**src/rtl/apb_arb_pkg.sv**
```systemverilog
// Shared types and sizing for the APB arbiter: FSM state, latched command, owner index width.
// Optional wait-state support is enabled with APB_ARB_PREADY_EN (see apb_arbiter.sv).
package apb_arb_pkg;

    localparam int ARB_NUM_REQ = 4;
    localparam int ARB_ADDR_W  = 32;
    localparam int ARB_DATA_W  = 32;
    localparam int OWNER_W     = $clog2(ARB_NUM_REQ);

    typedef enum logic [1:0] {
        IDLE   = 2'd0,
        SETUP  = 2'd1,
        ACCESS = 2'd2
    } state_t;

    // Field widths follow the package constants; the top adapts them to its own parameters.
    typedef struct packed {
        logic                  write;
        logic [ARB_ADDR_W-1:0] addr;
        logic [ARB_DATA_W-1:0] wdata;
    } cmd_t;

    function automatic int idx_width(input int n);
        return (n > 1) ? $clog2(n) : 1;
    endfunction

endpackage

```
**src/rtl/apb_arbiter_if.sv**
```systemverilog
// Bundle of requester-side and APB-side signals around the arbiter.
// pready exists only when APB_ARB_PREADY_EN is defined.
interface apb_arbiter_if
    import apb_arb_pkg::*;
#(
    parameter int NUM_REQ = ARB_NUM_REQ,
    parameter int ADDR_W  = ARB_ADDR_W,
    parameter int DATA_W  = ARB_DATA_W
) ();

    logic [NUM_REQ-1:0]             req_valid;
    logic [NUM_REQ-1:0]             req_write;
    logic [NUM_REQ-1:0][ADDR_W-1:0] req_addr;
    logic [NUM_REQ-1:0][DATA_W-1:0] req_wdata;
    logic [NUM_REQ-1:0]             req_grant;
    logic [NUM_REQ-1:0]             rsp_valid;
    logic [DATA_W-1:0]              rsp_rdata;

    logic [ADDR_W-1:0]              paddr;
    logic [DATA_W-1:0]              pwdata;
    logic                           pwrite;
    logic                           psel;
    logic                           penable;
    logic [DATA_W-1:0]              prdata;
`ifdef APB_ARB_PREADY_EN
    logic                           pready;
`endif

    // master: the arbiter itself; slave: requesters plus the APB completer
    modport master (
`ifdef APB_ARB_PREADY_EN
        input  pready,
`endif
        input  req_valid, req_write, req_addr, req_wdata, prdata,
        output req_grant, rsp_valid, rsp_rdata,
        output paddr, pwdata, pwrite, psel, penable
    );

    modport slave (
`ifdef APB_ARB_PREADY_EN
        output pready,
`endif
        output req_valid, req_write, req_addr, req_wdata, prdata,
        input  req_grant, rsp_valid, rsp_rdata,
        input  paddr, pwdata, pwrite, psel, penable
    );

endinterface

```
**src/rtl/apb_arbiter_rr_arbiter.sv**
```systemverilog
// Combinational round-robin picker: first asserted request at or after ptr, wrapping.
module rr_arbiter
    import apb_arb_pkg::*;
#(
    parameter int NUM_REQ = ARB_NUM_REQ,
    parameter int IDX_W   = idx_width(ARB_NUM_REQ)
) (
    input  logic [NUM_REQ-1:0] req,
    input  logic [IDX_W-1:0]   ptr,
    output logic [NUM_REQ-1:0] grant,
    output logic [IDX_W-1:0]   index,
    output logic               any
);

    logic [IDX_W-1:0] cand;

    always_comb begin
        grant = '0;
        index = '0;
        any   = 1'b0;
        cand  = '0;
        for (int i = 0; i < NUM_REQ; i++) begin
            cand = IDX_W'((int'(ptr) + i) % NUM_REQ);
            if (!any && req[cand]) begin
                any         = 1'b1;
                grant[cand] = 1'b1;
                index       = cand;
            end
        end
    end

endmodule

```
**src/rtl/apb_arbiter.sv**
```systemverilog
// Round-robin sharing of one APB master port among NUM_REQ requesters.
// Define APB_ARB_PREADY_EN to add pready and let ACCESS stretch with wait states.
module apb_arbiter
    import apb_arb_pkg::*;
#(
    parameter int NUM_REQ = ARB_NUM_REQ,
    parameter int ADDR_W  = ARB_ADDR_W,
    parameter int DATA_W  = ARB_DATA_W
) (
    input  logic          pclk,
    input  logic          presetn,
    apb_arbiter_if.master bus
);

    localparam int IDX_W = idx_width(NUM_REQ);

    state_t             state_reg, state_next;
    logic [IDX_W-1:0]   ptr_reg, ptr_next;
    logic [IDX_W-1:0]   owner_reg, owner_next;
    cmd_t               cmd_reg, cmd_next;
    logic [NUM_REQ-1:0] rsp_valid_reg, rsp_valid_next;
    logic [DATA_W-1:0]  rsp_rdata_reg, rsp_rdata_next;

    logic [NUM_REQ-1:0] owner_mask;
    logic [NUM_REQ-1:0] arb_req;
    logic [NUM_REQ-1:0] arb_grant;
    logic [IDX_W-1:0]   arb_index;
    logic               arb_any;
    logic               arb_en;
    logic               done;

    genvar gi;
    generate
        for (gi = 0; gi < NUM_REQ; gi++) begin : g_owner
            assign owner_mask[gi] = (owner_reg == IDX_W'(gi));
        end
    endgenerate

`ifdef APB_ARB_PREADY_EN
    assign done = (state_reg == ACCESS) && bus.pready;
`else
    assign done = (state_reg == ACCESS);
`endif

    // The finishing owner is kept out of the back-to-back pick in case it still holds valid.
    assign arb_en  = (state_reg == IDLE) || done;
    assign arb_req = (state_reg == ACCESS) ? (bus.req_valid & ~owner_mask) : bus.req_valid;

    rr_arbiter #(
        .NUM_REQ (NUM_REQ),
        .IDX_W   (IDX_W)
    ) u_rr (
        .req   (arb_req),
        .ptr   (ptr_reg),
        .grant (arb_grant),
        .index (arb_index),
        .any   (arb_any)
    );

    always_comb begin
        state_next     = state_reg;
        ptr_next       = ptr_reg;
        owner_next     = owner_reg;
        cmd_next       = cmd_reg;
        rsp_valid_next = '0;
        rsp_rdata_next = rsp_rdata_reg;

        case (state_reg)
            IDLE: begin
                if (arb_any) state_next = SETUP;
            end
            SETUP: begin
                state_next = ACCESS;
            end
            ACCESS: begin
                if (done) begin
                    rsp_valid_next = owner_mask;
                    rsp_rdata_next = cmd_reg.write ? '0 : bus.prdata;
                    state_next     = arb_any ? SETUP : IDLE;
                end
            end
            default: state_next = IDLE;
        endcase

        if (arb_en && arb_any) begin
            ptr_next       = (arb_index == IDX_W'(NUM_REQ - 1)) ? '0 : arb_index + 1'b1;
            owner_next     = arb_index;
            cmd_next.write = bus.req_write[arb_index];
            cmd_next.addr  = ARB_ADDR_W'(bus.req_addr[arb_index]);
            cmd_next.wdata = ARB_DATA_W'(bus.req_wdata[arb_index]);
        end
    end

    always_ff @(posedge pclk or negedge presetn) begin
        if (!presetn) begin
            state_reg     <= IDLE;
            ptr_reg       <= '0;
            owner_reg     <= '0;
            cmd_reg       <= '0;
            rsp_valid_reg <= '0;
            rsp_rdata_reg <= '0;
        end else begin
            state_reg     <= state_next;
            ptr_reg       <= ptr_next;
            owner_reg     <= owner_next;
            cmd_reg       <= cmd_next;
            rsp_valid_reg <= rsp_valid_next;
            rsp_rdata_reg <= rsp_rdata_next;
        end
    end

    // Grant is combinational, so it is gated by reset explicitly.
    assign bus.req_grant = (arb_en && presetn) ? arb_grant : '0;
    assign bus.rsp_valid = rsp_valid_reg;
    assign bus.rsp_rdata = rsp_rdata_reg;
    assign bus.psel      = (state_reg != IDLE);
    assign bus.penable   = (state_reg == ACCESS);
    assign bus.pwrite    = cmd_reg.write;
    assign bus.paddr     = ADDR_W'(cmd_reg.addr);
    assign bus.pwdata    = DATA_W'(cmd_reg.wdata);

endmodule

```
**src/flat_wrapper.sv**
```systemverilog
// flat-port wrapper written by rule: the top's interface ports become plain ports
module apb_arbiter_flat import apb_arb_pkg::*;
#(
    parameter int NUM_REQ = ARB_NUM_REQ,
    parameter int ADDR_W  = ARB_ADDR_W,
    parameter int DATA_W  = ARB_DATA_W
)
  (pclk, presetn, bus_req_valid, bus_req_write, bus_req_addr, bus_req_wdata, bus_prdata, bus_req_grant, bus_rsp_valid, bus_rsp_rdata, bus_paddr, bus_pwdata, bus_pwrite, bus_psel, bus_penable);
  apb_arbiter_if #(.NUM_REQ(NUM_REQ), .ADDR_W(ADDR_W), .DATA_W(DATA_W)) bus_i ();
  input  logic pclk;
  input  logic presetn;
  input wire logic [$bits(bus_i.req_valid)-1:0] bus_req_valid;
  input wire logic [$bits(bus_i.req_write)-1:0] bus_req_write;
  input wire logic [$bits(bus_i.req_addr)-1:0] bus_req_addr;
  input wire logic [$bits(bus_i.req_wdata)-1:0] bus_req_wdata;
  input wire logic [$bits(bus_i.prdata)-1:0] bus_prdata;
  output wire logic [$bits(bus_i.req_grant)-1:0] bus_req_grant;
  output wire logic [$bits(bus_i.rsp_valid)-1:0] bus_rsp_valid;
  output wire logic [$bits(bus_i.rsp_rdata)-1:0] bus_rsp_rdata;
  output wire logic [$bits(bus_i.paddr)-1:0] bus_paddr;
  output wire logic [$bits(bus_i.pwdata)-1:0] bus_pwdata;
  output wire logic [$bits(bus_i.pwrite)-1:0] bus_pwrite;
  output wire logic [$bits(bus_i.psel)-1:0] bus_psel;
  output wire logic [$bits(bus_i.penable)-1:0] bus_penable;
  assign bus_i.req_valid = bus_req_valid;
  assign bus_i.req_write = bus_req_write;
  assign bus_i.req_addr = bus_req_addr;
  assign bus_i.req_wdata = bus_req_wdata;
  assign bus_i.prdata = bus_prdata;
  assign bus_req_grant = bus_i.req_grant;
  assign bus_rsp_valid = bus_i.rsp_valid;
  assign bus_rsp_rdata = bus_i.rsp_rdata;
  assign bus_paddr = bus_i.paddr;
  assign bus_pwdata = bus_i.pwdata;
  assign bus_pwrite = bus_i.pwrite;
  assign bus_psel = bus_i.psel;
  assign bus_penable = bus_i.penable;
  apb_arbiter #(.NUM_REQ(NUM_REQ), .ADDR_W(ADDR_W), .DATA_W(DATA_W)) u_core (.pclk(pclk), .presetn(presetn), .bus(bus_i));
endmodule
```
**config.mk**
```make
export PLATFORM = sky130hd
export DESIGN_NAME = apb_arbiter_flat
export DESIGN_NICKNAME = d
export VERILOG_FILES = /design/src/rtl/apb_arb_pkg.sv /design/src/rtl/apb_arbiter_if.sv /design/src/rtl/apb_arbiter_rr_arbiter.sv /design/src/rtl/apb_arbiter.sv /design/src/flat_wrapper.sv
export SDC_FILE = /design/constraint.sdc
export NUM_CORES = 1
export LEC_CHECK = 0
export CORE_AREA = 2 2 157 159
export DETAILED_ROUTE_END_ITERATION = 10
export DIE_AREA = 0 0 159 161
export GPL_TIMING_DRIVEN = 0
export PLACE_DENSITY = 0.69
export SYNTH_ARGS = -nofsm -noshare
export SYNTH_HDL_FRONTEND = slang
export SYNTH_SLANG_ARGS = --single-unit
```
**constraint.sdc**
```tcl
create_clock -name pclk -period 4.5 [get_ports pclk]
set_clock_uncertainty 0.2 [all_clocks]
set_input_delay 1.125 -clock pclk [delete_from_list [all_inputs] [get_ports pclk]]
set_output_delay 1.125 -clock pclk [all_outputs]
set_load 0.02 [all_outputs]
```
==> qor.yml <==
status: "complete, no violations"
drt_pass1_iterations: 5
timing.rr.start: "u_core.ptr_reg[1]"
fp.dieH_um: 161
start_util: 0.286
die_area_um2: 25600
n_antenna_cell: 0
power_frac_comb: 0.719
die_w_um: 159
min_period_ps: 4410
arrival_ps: 3090
cts.sinks: 107
finalCritPeriodShare: 0.980
cts_buffers: 9
dpl.cell_count: 1493
r2r_slack_ps: 340
ios: 405
clk_path_buf_depth: 2
drive_above_1_share: 0.0630
drv_cap: 0
switching_share: 0.498
numPortBuffers: 404
max_freq_mhz: 227
grt_max_degree: 63
seqPwrFrac: 0.189
wl_per_cell_um: 20.3
crit_path_max_fanout: 4
postSynthCellCount: 764
cts.clk_slew.worst_paths_ps: 70
syn2layout_area_growth_pct: 71.9
reg2reg_depth: 13
yosysWarnings: 0
instances_no_fill: 1515
synth_top_family_by_area: "compound AO/OA/AOI/OAI gates"
grt_pass1_wl_um: 46100
grt_overflow: 0
power_density_nw_per_um2: 792
startpoint_type: "primary input"
drt_iter0_drc: 434
tritoncts: "built"
synth_edf_count: 0
utilization: 0.492
ys_async_sr_fraction: 1.00
synth_compound_area_frac: 0.289
layout.nets: 1492
htree_levels: 3
clkLatencyLatePin_ps: 350
drt-total-wl_um: 30800
core_area_um2: 24000
rr_endpoint: "u_core.bus.paddr[1]"
ys_ff_latch: 107
maxSlewViolCount: 0
tightest_slew_ps: 803
path_cells: "clkdlybuf4s50_1, nand2b_2, mux4_2, nor2_4, a22o_1, nand2_1, a21oi_1, clkdlybuf4s15_2"
drcViolationCount: 0
final_antenna_net_count: 0
postLayoutCellArea_um2: 11800
fillers: 2319
synth_area_per_cell_um2: 8.97
synth.cell_area_um2: 6860
hold_path_class: "reg -> reg"
via_per_inst: 5.02
rows: 57
cts_root_buf: "clkbuf_16"
num_vias: 7601
p_clk_frac: 0.092
synth_xor_area_frac: 0.00255
min_from: "u_core.bus.rsp_rdata[8]"
holdWs_ps: 281
synthesis.nets: 1070
place_congestion: 0.882
postCtsHoldBufs: 0
internal-power_mw: 4.69
path_delay_family: "buffers and inverters"
worst_hold_path.endpoint: "u_core.bus.rsp_rdata[8]"
max-vdd-ir-drop_mv: 0.320
placed_cell_area_um2: 11300
finalSetupViolCount: 0
criticalPathCategory: "in -> out"
antenna_found_initial: 0
rsz0062_at_grt: "no"
yosys.area_share.simple: 0.118
grt.total_usage: 0.233
p_switching_mw: 4.65
crit_path_end_kind: "output port"
hold_viol_final: 0
synth.area.mux_share: 0.0996
grt_pass1_vias: 7871
ys.flop_type: "dfrtp_1"
cp_slowest_cell: "mux4_2"
dp_hpwl_um: 23700
worstPathRequired_ps: 3170
cp_slowest_stage_delay_ps: 540
synthAdderAreaFrac: 0.0146
relSlewSlack: 0.464
path_buf_inv: 2
whs_path_depth: 2
synthDistinctLibCells: 48
p_leak_nw: 4.91
ys_seq_area_frac: 0.391
[Yosys cell counts, drive strengths merged, types with 2 or more instances]
library cell	n	area, um2
o21ai	38	198
clkbuf	42	158
a32oi	4	35.0
o32ai	2	17.5
a21oi	7	38.8
a211o	32	280
ha	8	100
buf	27	160
nand2b	36	225
dfrtp	107	2680
nor2b	4	25.0
a22o	5	43.8
nor2	38	143
o22ai	2	12.5
o211ai	34	255
inv	72	270
nand2	83	312
nand3	3	15.0
xnor2	2	17.5
a211oi	129	968
mux2i	66	661
o2bb2ai	3	26.3
[layout make-up]
| cell class | instances | area, um2 | area share |
|---|---|---|---|
| clock inverters | 5 | 60.1 | 0.00510 |
| plain buffers | 69 | 320 | 0.0272 |
| inverters | 73 | 278 | 0.0236 |
| well taps | 324 | 405 | 0.0344 |
| multi-input cells | 515 | 3670 | 0.311 |
| flip-flops and latches | 107 | 2680 | 0.227 |
| clock buffers | 11 | 253 | 0.0214 |
| repair buffers | 411 | 4120 | 0.350 |
[worst reg2reg max path, cell delays in order (launching register included)]
cell and delay, ps:
dfrtp_1 430, clkbuf_4 260, clkinvlp_4 220, ha_4 390, nand2_1 130, o32ai_4 160
o22a_2 320, buf_4 140, buf_4 120, a2111oi_4 50, o21ai_2 630, clkbuf_1 680
a211oi_1 140, a211oi_1 200
[how the worst max path moves through the flow]
stage	depth (start not counted)	startpoint	slack (ps)	end
2_1_floorplan	6	bus_req_valid[0]	630	bus_req_grant[2]
3_3_place_gp	4	presetn	-3920	bus_req_grant[0]
3_5_place_dp	8	bus_req_valid[0]	-880	bus_req_grant[2]
4_1_cts	8	bus_req_valid[0]	20	bus_req_grant[2]
5_1_grt	8	bus_req_valid[1]	0.6	bus_req_grant[1]
6_report	8	bus_req_valid[1]	90	bus_req_grant[3]
[logic make-up after synthesis]
kind of cell             after synthesis
AO/OA/AOI/OAI                        265
AND/OR/NAND/NOR                      173
buffers and inverters                142
flip-flops                           107
multiplexers                          67
adder cells (fa/ha/maj)                8
XOR/XNOR                               2
[placed cells by master, fill, tap and decap left out, drive strengths merged, types with 3 or more instances in the layout]
cell type	n
inv	72
nor2b	4
clkinv	3
o211ai	34
a211oi	129
nor2	38
dlymetal6s2s	3
nand3	3
clkbuf	54
a22o	5
dfrtp	107
a32oi	4
nand2	83
mux2i	66
o2bb2ai	3
a21oi	7
ha	8
clkdlybuf4s15	3
nand2b	36
clkdlybuf4s50	396
buf	35
a211o	32
o21ai	38
[per-layer routing]
metal | global-route usage | up-vias | wire length [um]
li1 | - | 3615 | -
met1 | 0.286 | 3564 | 12700
met2 | 0.402 | 366 | 14900
met3 | 0.0498 | 56 | 2140
met4 | 0.0921 | 0 | 1040
met5 | 0 | - | 0
[power by group through the flow]
stage	clock (mW)	combinational (mW)	sequential [mW]
finish	0.863	6.71	1.76
global route	0.920	7.24	1.81
CTS	0.880	6.69	1.76
detailed placement	0	6.59	1.76
global placement	0	6.51	1.75
floorplan	0	3.49	2.22
[stage by stage]
step	power, mW	worst slack [ps]	setup TNS, ps
2_1_floorplan	5.71	627	0
3_3_place_gp	8.26	-3920	-282240
3_5_place_dp	8.36	-882	-18020
4_1_cts	9.33	20.5	0
5_1_grt	9.97	0.637	0
6_report	9.34	88.8	0
[repair_timing]
item	CTS	global route
pin swaps	1	2
gates resized for setup	22	12
buffers inserted	4	2
endpoints found under the setup margin	14	7
Note: power is estimated with default switching activity, not from simulation.
